[src/rtl/counter_mode_ctrl.sv]
// rtl/counter_mode_ctrl.sv - button debounce, run/stop FSM, mode flags and step prescaler for the up/down odd/even counter
//
// Purpose:
//   Front-end control for the 4-bit counter. Four raw push-buttons are
//   synchronised and debounced. A rising debounced edge on a button becomes
//   a one-cycle event. The events drive the STOP/RUN/PRESET state machine
//   and toggle the ud/oe mode flags. While running, a prescaler turns clk
//   into one-cycle step enables with a period of div+1 cycles.
//
// Parameters:
//   DEB_CYCLES  consecutive stable synced samples needed to accept a level change (>= 1)
//   DIV_WIDTH   width of the div input and of the prescaler counter
//
// Ports:
//   clk         system clock, all state on rising edge
//   rst         synchronous reset, active-high
//   btn_run     raw button, press toggles run/stop
//   btn_ud      raw button, press toggles up/down
//   btn_oe      raw button, press toggles odd/even
//   btn_preset  raw button, press requests a preset
//   div         step period minus 1, in clk cycles
//   mode_lock   (only with MODE_LOCK_EN) 1 = discard ud/oe events
//   en          one-cycle step enable while running
//   run         1 in RUN, or in PRESET when it returns to RUN
//   ud          1 = count up, 0 = count down
//   oe          1 = odd sequence, 0 = even sequence
//   preset      one-cycle preset request
//   mode_chg    one-cycle pulse after ud and/or oe changed
//
// Build option:
//   MODE_LOCK_EN  adds the mode_lock input

module counter_mode_ctrl #(
    parameter int DEB_CYCLES = 4,
    parameter int DIV_WIDTH  = 16
) (
    input  logic                 clk,
    input  logic                 rst,
    input  logic                 btn_run,
    input  logic                 btn_ud,
    input  logic                 btn_oe,
    input  logic                 btn_preset,
    input  logic [DIV_WIDTH-1:0] div,
`ifdef MODE_LOCK_EN
    input  logic                 mode_lock,
`endif
    output logic                 en,
    output logic                 run,
    output logic                 ud,
    output logic                 oe,
    output logic                 preset,
    output logic                 mode_chg
);

    // Debounce counter only has to reach DEB_CYCLES-1; the flip happens
    // on the following mismatching sample.
    localparam int CNT_W = (DEB_CYCLES > 1) ? $clog2(DEB_CYCLES) : 1;
    localparam logic [CNT_W-1:0] DEB_LAST = CNT_W'(DEB_CYCLES - 1);

    localparam int B_RUN = 0;
    localparam int B_UD  = 1;
    localparam int B_OE  = 2;
    localparam int B_PRE = 3;

    typedef enum logic [1:0] {
        S_STOP   = 2'd0,
        S_RUN    = 2'd1,
        S_PRESET = 2'd2
    } state_t;

    logic [3:0]       raw;
    logic [3:0]       sync1;
    logic [3:0]       sync2;
    logic [3:0]       level;
    logic [3:0]       evt;
    logic [CNT_W-1:0] deb_cnt [4];

    state_t               state;
    state_t               state_nxt;
    logic                 ret_run;
    logic                 ret_run_nxt;
    logic                 run_nxt;
    logic                 lock;
    logic                 ud_hit;
    logic                 oe_hit;
    logic                 mode_hit;
    logic                 count_go;
    logic [DIV_WIDTH-1:0] count;

    assign raw = {btn_preset, btn_oe, btn_ud, btn_run};

`ifdef MODE_LOCK_EN
    assign lock = mode_lock;
`else
    assign lock = 1'b0;
`endif

    // Two-flop synchroniser followed by a per-button debouncer. evt is a
    // registered one-cycle pulse on a rising debounced flip only.
    always_ff @(posedge clk) begin
        if (rst) begin
            sync1 <= '0;
            sync2 <= '0;
            level <= '0;
            evt   <= '0;
            for (int i = 0; i < 4; i++) begin
                deb_cnt[i] <= '0;
            end
        end else begin
            sync1 <= raw;
            sync2 <= sync1;
            for (int i = 0; i < 4; i++) begin
                evt[i] <= 1'b0;
                if (sync2[i] == level[i]) begin
                    deb_cnt[i] <= '0;
                end else if (deb_cnt[i] == DEB_LAST) begin
                    level[i]   <= sync2[i];
                    deb_cnt[i] <= '0;
                    evt[i]     <= sync2[i];
                end else begin
                    deb_cnt[i] <= deb_cnt[i] + 1'b1;
                end
            end
        end
    end

    // Next-state decode. ret_run holds the state PRESET returns to; a run
    // event coinciding with (or arriving during) PRESET toggles it.
    always_comb begin
        ud_hit      = evt[B_UD] & ~lock;
        oe_hit      = evt[B_OE] & ~lock;
        mode_hit    = ud_hit | oe_hit;
        state_nxt   = state;
        ret_run_nxt = ret_run;
        case (state)
            S_STOP: begin
                if (evt[B_PRE]) begin
                    state_nxt   = S_PRESET;
                    ret_run_nxt = evt[B_RUN];
                end else if (evt[B_RUN]) begin
                    state_nxt = S_RUN;
                end
            end
            S_RUN: begin
                if (evt[B_PRE]) begin
                    state_nxt   = S_PRESET;
                    ret_run_nxt = ~evt[B_RUN];
                end else if (evt[B_RUN]) begin
                    state_nxt = S_STOP;
                end
            end
            S_PRESET: begin
                // A preset event here is deliberately ignored.
                state_nxt = (ret_run ^ evt[B_RUN]) ? S_RUN : S_STOP;
            end
            default: begin
                state_nxt = S_STOP;
            end
        endcase
        run_nxt  = (state_nxt == S_RUN) || ((state_nxt == S_PRESET) && ret_run_nxt);
        // Prescaler only advances while staying in RUN with no mode toggle;
        // entering RUN, leaving it and any toggle restart it from zero.
        count_go = (state == S_RUN) && (state_nxt == S_RUN) && !mode_hit;
    end

    always_ff @(posedge clk) begin
        if (rst) begin
            state    <= S_STOP;
            ret_run  <= 1'b0;
            count    <= '0;
            en       <= 1'b0;
            run      <= 1'b0;
            ud       <= 1'b1;
            oe       <= 1'b0;
            preset   <= 1'b0;
            mode_chg <= 1'b0;
        end else begin
            state    <= state_nxt;
            ret_run  <= ret_run_nxt;
            run      <= run_nxt;
            preset   <= (state_nxt == S_PRESET);
            ud       <= ud ^ ud_hit;
            oe       <= oe ^ oe_hit;
            mode_chg <= mode_hit;
            if (count_go) begin
                // >= so that lowering div below the count fires at once.
                if (count >= div) begin
                    en    <= 1'b1;
                    count <= '0;
                end else begin
                    en    <= 1'b0;
                    count <= count + 1'b1;
                end
            end else begin
                en    <= 1'b0;
                count <= '0;
            end
        end
    end

endmodule

[config.mk]
export PLATFORM = sky130hd
export DESIGN_NAME = counter_mode_ctrl
export DESIGN_NICKNAME = d
export VERILOG_FILES = /design/src/rtl/counter_mode_ctrl.sv
export SDC_FILE = /design/constraint.sdc
export NUM_CORES = 1
export LEC_CHECK = 0
export ABC_AREA = 1
export CAP_MARGIN = 30
export CORE_ASPECT_RATIO = 1.75
export CORE_MARGIN = 8
export CORE_UTILIZATION = 55
export DETAILED_ROUTE_END_ITERATION = 16
export GPL_TIMING_DRIVEN = 0
export HOLD_SLACK_MARGIN = 0.12
export MAX_ROUTING_LAYER = met4
export PLACE_DENSITY = 0.82
export REMOVE_ABC_BUFFERS = 1
export SYNTH_ARGS = -nofsm -noshare
export SYNTH_HDL_FRONTEND = slang
export SYNTH_SLANG_ARGS = --single-unit
[constraint.sdc]
create_clock -name clk -period 1.7 [get_ports clk]
set_input_delay 0.34 -clock clk [delete_from_list [all_inputs] [get_ports clk]]
set_output_delay 0.34 -clock clk [all_outputs]
set_load 0.1 [all_outputs]
### After elaboration in Yosys (flattened, before gate mapping)

Memories as Yosys holds them, arrays and structs flattened.
Index checks and enable logic that the tools add are counted.

* register bits after elaboration: 41
* bits in writable memories: 8
* input bits: 22
* output and inout port bits: 6
* logic and storage cells: 148
* memories kept: 1

* $add $sub $neg: 5
* order comparisons: 1
* equal/unequal tests: 12
* multiplexer cells: 68
* bitwise logic cells: 26
* reductions and logical operators: 16

Memory list
* deb_cnt: words 4, bits a word 2, rd ports 4, clocked after Yosys merged registers in 0, write ports 4, RTL line 76 `logic [CNT_W-1:0] deb_cnt [4];`

Operators by type and width (count)
* 1-bit 2-to-1 mux: 50
* 2-bit 2-to-1 mux: 16
* 16-bit by 1-bit adder with 16-bit output, second input constant: 1
* 16-bit >= comparator: 1
* 3-bit OR reduction: 5
* 1-bit bitwise OR: 13
* 2-bit == test, second input constant: 6
* 1-bit NOT: 10
* 2-bit by 1-bit adder with 2-bit output, second input constant: 4
* 2-bit AND reduction: 4
* 2-bit one-hot mux with 3 select lines: 1
* 1-bit == test: 4
* 2-bit by 1-bit == test with 1-bit output, second input constant: 2
* 1-bit logical AND: 3
* 1-bit bitwise XOR: 3
* 2-bit zero test: 1
* 1-bit one-hot mux with 2 select lines: 1
* 2-bit OR reduction: 1
* 1-bit zero test: 1
* 1-bit logical OR: 1

### Logic depth before layout (Yosys ltp)

* word-level depth: 8
* depth in mapped cells: 13
* depth with buffers taken out: 13

### Worst setup path after synthesis

Ideal clock, no wire load.

* kind: input to register
* start: input port div[15]
* end: register count[0]
* setup time: 62 ps
* arrival time: 1497 ps
* data required time: 1638 ps
* path slack: 141 ps
* stages: 8
* buffers on the path: 1
* cells stage by stage: inv_1 -> ha_1 -> a21oi_1 -> nand2_1 -> a21oi_1 -> nand4_4 -> buf_6 -> nor2_2

* word-level cells in the longest chain between the ends: 2

Ends and longest elaborated chain
* start: declaration: RTL line 43 `input logic [DIV_WIDTH-1:0] div,`
* 16-bit >= comparator: RTL line 187 `if (count >= div) begin`
* 3-bit OR reduction (no line)
* end signal: assignment: RTL line 192 `count <= count + 1'b1;`
* end: declaration: RTL line 88 `logic [DIV_WIDTH-1:0] count;`

No other way between the ends.
A chain may end at the register's enable or synchronous reset.

### Worst setup path after layout

* start: input port div[12]
* end: register count[6]

The elaborated chain is that of the path after synthesis.

==> impl_metrics.env <==
export IMPL_drt_antenna_violating_nets=0
export IMPL_finalClockSkew_ns=0.00777
export IMPL_drt_iter0_markers=42
export IMPL_clk_path_buf_depth=2
export IMPL_ys_types=29
export IMPL_fillers=326
export IMPL_grtUsageTotal_pct=16.3
export IMPL_area_delta_synth_final_pct=30.6
export IMPL_hold_viol_final=0
export IMPL_synth_warnings=0
export IMPL_wl_met1_um=1770
export IMPL_ys_ff_latch=49
export IMPL_maxSlewHeadroom_pct=58.6
export IMPL_slew_violations=0
export IMPL_gp_routability_congestion=0.795
export IMPL_wl_met2_um=2990
export IMPL_dp_hpwl_um=3390
export IMPL_port_buffers=27
export IMPL_numCtsBuffers=5
export IMPL_dr_wl_met3_um=156
export IMPL_hold_path_class="reg -> reg"
export IMPL_grt_pass1_wl_um=8550
export IMPL_hp_start="sync1[3]"
export IMPL_critPathKind="in -> reg"
export IMPL_setup_tns_ns=0
export IMPL_multi_input_area_sq_um=1410
export IMPL_cp_end_kind="register"
export IMPL_status="finished clean"
export IMPL_critPathArrivalTime_ns=1.91
export IMPL_p_per_area_nw_per_um2=641
export IMPL_pin_count=28
export IMPL_cts_max_level=2
export IMPL_via_count=1896
export IMPL_cts_tree="yes"
export IMPL_gr_total_overflow=0
export IMPL_core_sq_um=4320
export IMPL_synth_seq_area_share_pct=44.0
export IMPL_max_freq_ghz=0.598
export IMPL_setup_viol=0
export IMPL_dr_max_layer_used="met4"
export IMPL_grt_pass1_vias=2010
export IMPL_via_per_inst=4.91
export IMPL_cts_sinks=49
export IMPL_finalWirelength_um=5070
export IMPL_routedWlPerCell_um=13.1
export IMPL_synth_area_top_cells="dfxtp_1 (34%), ha_1 (11%), edfxtp_1 (10%)"
export IMPL_crit_path_start_kind="primary input"
export IMPL_final_period_utilization_pct=98.3
export IMPL_drive_above_1_share_pct=26.3
export IMPL_netlist_instances=292
export IMPL_post_route_min_period_ns=1.67
export IMPL_ir_worst_vdd_mv=0.697
export IMPL_rsz0062_at_grt="yes"
export IMPL_die_h_um=104
export IMPL_reg2reg_from="count[11]"
export IMPL_syn_avg_cell_area_sq_um=8.26
export IMPL_path_max_fanout=8
export IMPL_row_count=32
export IMPL_root_buffer="clkbuf_8"
export IMPL_first_pass_iters=4
export IMPL_die_w_um=66.1
export IMPL_regArea_sq_um=1070
export IMPL_clk_pin_slew_ns=0.08
export IMPL_final_util_pct=72.8
export IMPL_synth_top_area_cell="dfxtp_1"
export IMPL_cap_viol_max_count=0
export IMPL_insertedDiodeCount=0
export IMPL_rr_worst_depth=9
export IMPL_synth_top_area_share_pct=34.0
export IMPL_syn_area_sq_um=2410
export IMPL_hold_path_endpoint="sync2[3]"
export IMPL_r2r_end="count[6]"
export IMPL_dieArea_sq_um=6840
export IMPL_whs_path_depth=2
export IMPL_fin_nets=377
export IMPL_drc=0
export IMPL_power_mw=2.02
export IMPL_grt_max_degree=17
export IMPL_worst_pin_slew_ns=0.621
export IMPL_clk_latency_ns=0.30
export IMPL_postCtsHoldBufs=0
export IMPL_p_leak_nw=1.34
export IMPL_antenna_found_initial=0
export IMPL_r2r_slack_ns=0.06
export IMPL_required_ns=1.93
export IMPL_start_util_pct=55.8
-- worst max-delay path, stage by stage --
cell	delay [ns]
clkdlybuf4s50_1	0.46
inv_1	0.05
ha_1	0.29
nand2_2	0.10
nor2_1	0.08
a21oi_4	0.18
nand4_4	0.13
buf_8	0.18
nor2_1	0.08
-- logic make-up (layout without fill, tap and decap cells) --
logic type | after synthesis | in the layout | synth area share, %
simple gates | 132 | 132 | 25.7
other cells | 1 | 8 | 0.156
fa+ha+maj | 21 | 21 | 10.9
compound gates | 11 | 11 | 2.80
buf+inv | 59 | 95 | 9.55
xor+xnor | 19 | 19 | 6.90
flops | 49 | 49 | 44.0
-- layout make-up --
type | instances | share of cell area [%]
repair buffers | 32 | 10.1
well taps | 51 | 2.03
flip-flops and latches | 49 | 34.1
clock buffers | 7 | 2.42
multi-input cells | 191 | 44.7
clock inverters | 1 | 0.119
inverters | 55 | 6.56
-- synth_stat cells, drive strengths merged --
master,instances
a21o,1
a21oi,5
and3,1
buf,2
clkbuf,2
conb,1
dfxtp,41
edfxtp,8
ha,21
inv,55
nand2,46
nand3,18
nand4,6
nor2,48
nor3,7
nor3b,1
nor4,1
o2111ai,2
o21ai,2
o31ai,1
or2,4
xnor2,9
xor2,10
-- registers in the layout, indices dropped and copies added (netlist names) --
name	flops
count	16
deb_cnt	8
evt	4
level	4
sync1	4
sync2	4
state	2
en	1
mode_chg	1
oe	1
preset	1
ret_run	1
run	1
ud	1
-- metal layers --
| metal | vias to the layer above | GRT usage, % |
|---|---|---|
| met5 | - | - |
| met4 | 0 | 8.76 |
| met3 | 10 | 3.78 |
| li1 | 987 | - |
| met1 | 868 | 13.8 |
| met2 | 31 | 30.6 |
-- layout by cell type, fill, tap and decap left out, types with 4 or more instances in the layout --
master            n
dfxtp_2           4
nand2_2           9
inv_2            15
ha_4             12
clkdlybuf4s15_2   6
nand3_1          15
conb_1            8
clkbuf_8          5
clkdlybuf4s50_1   7
ha_1              9
inv_1            40
dfxtp_1          35
xnor2_1           9
nor2_1           34
nor3_1            4
edfxtp_1          8
nand4_1           5
xor2_1           10
nor2_2           13
dlygate4sd2_1    14
nand2_1          35
-- where the power goes --
group | internal [mW] | switching (mW)
Clock | 0.287 | 0.362
Combinational | 0.0777 | 0.0906
Sequential | 1.19 | 0.00942
-- worst max path at each step --
stage,from,end,slack [ns],cells after the start
finish,div[12],count[6],0.03,9
global route,count[11],count[6],-0.05,9
CTS,div[12],count[3],-0.04,10
detailed placement,div[3],count[3],-0.62,10
global placement,div[3],count[2],-0.57,10
floorplan,div[15],count[1],0.12,7
-- per-stage QoR --
step	instances	area, sq um	hold slack, ns	worst slack, ns
after floorplan	295	2410	0.388	0.122
after global placement	373	2750	0.389	-0.567
after detailed placement	373	2750	0.394	-0.616
after CTS	384	3120	0.406	-0.0358
after global routing	386	3150	0.432	-0.0457
final	386	3150	0.404	0.0288
-- timing repair --
| action | 4_1_cts | 5_1_grt |
|---|---|---|
| cloned | 1 | 0 |
| setup endpoints to repair | 31 | 16 |
| pin swaps | 29 | 7 |
| setup buffers | 2 | 4 |
| gates resized for setup | 88 | 9 |
Power figures use the tool's default switching activity.
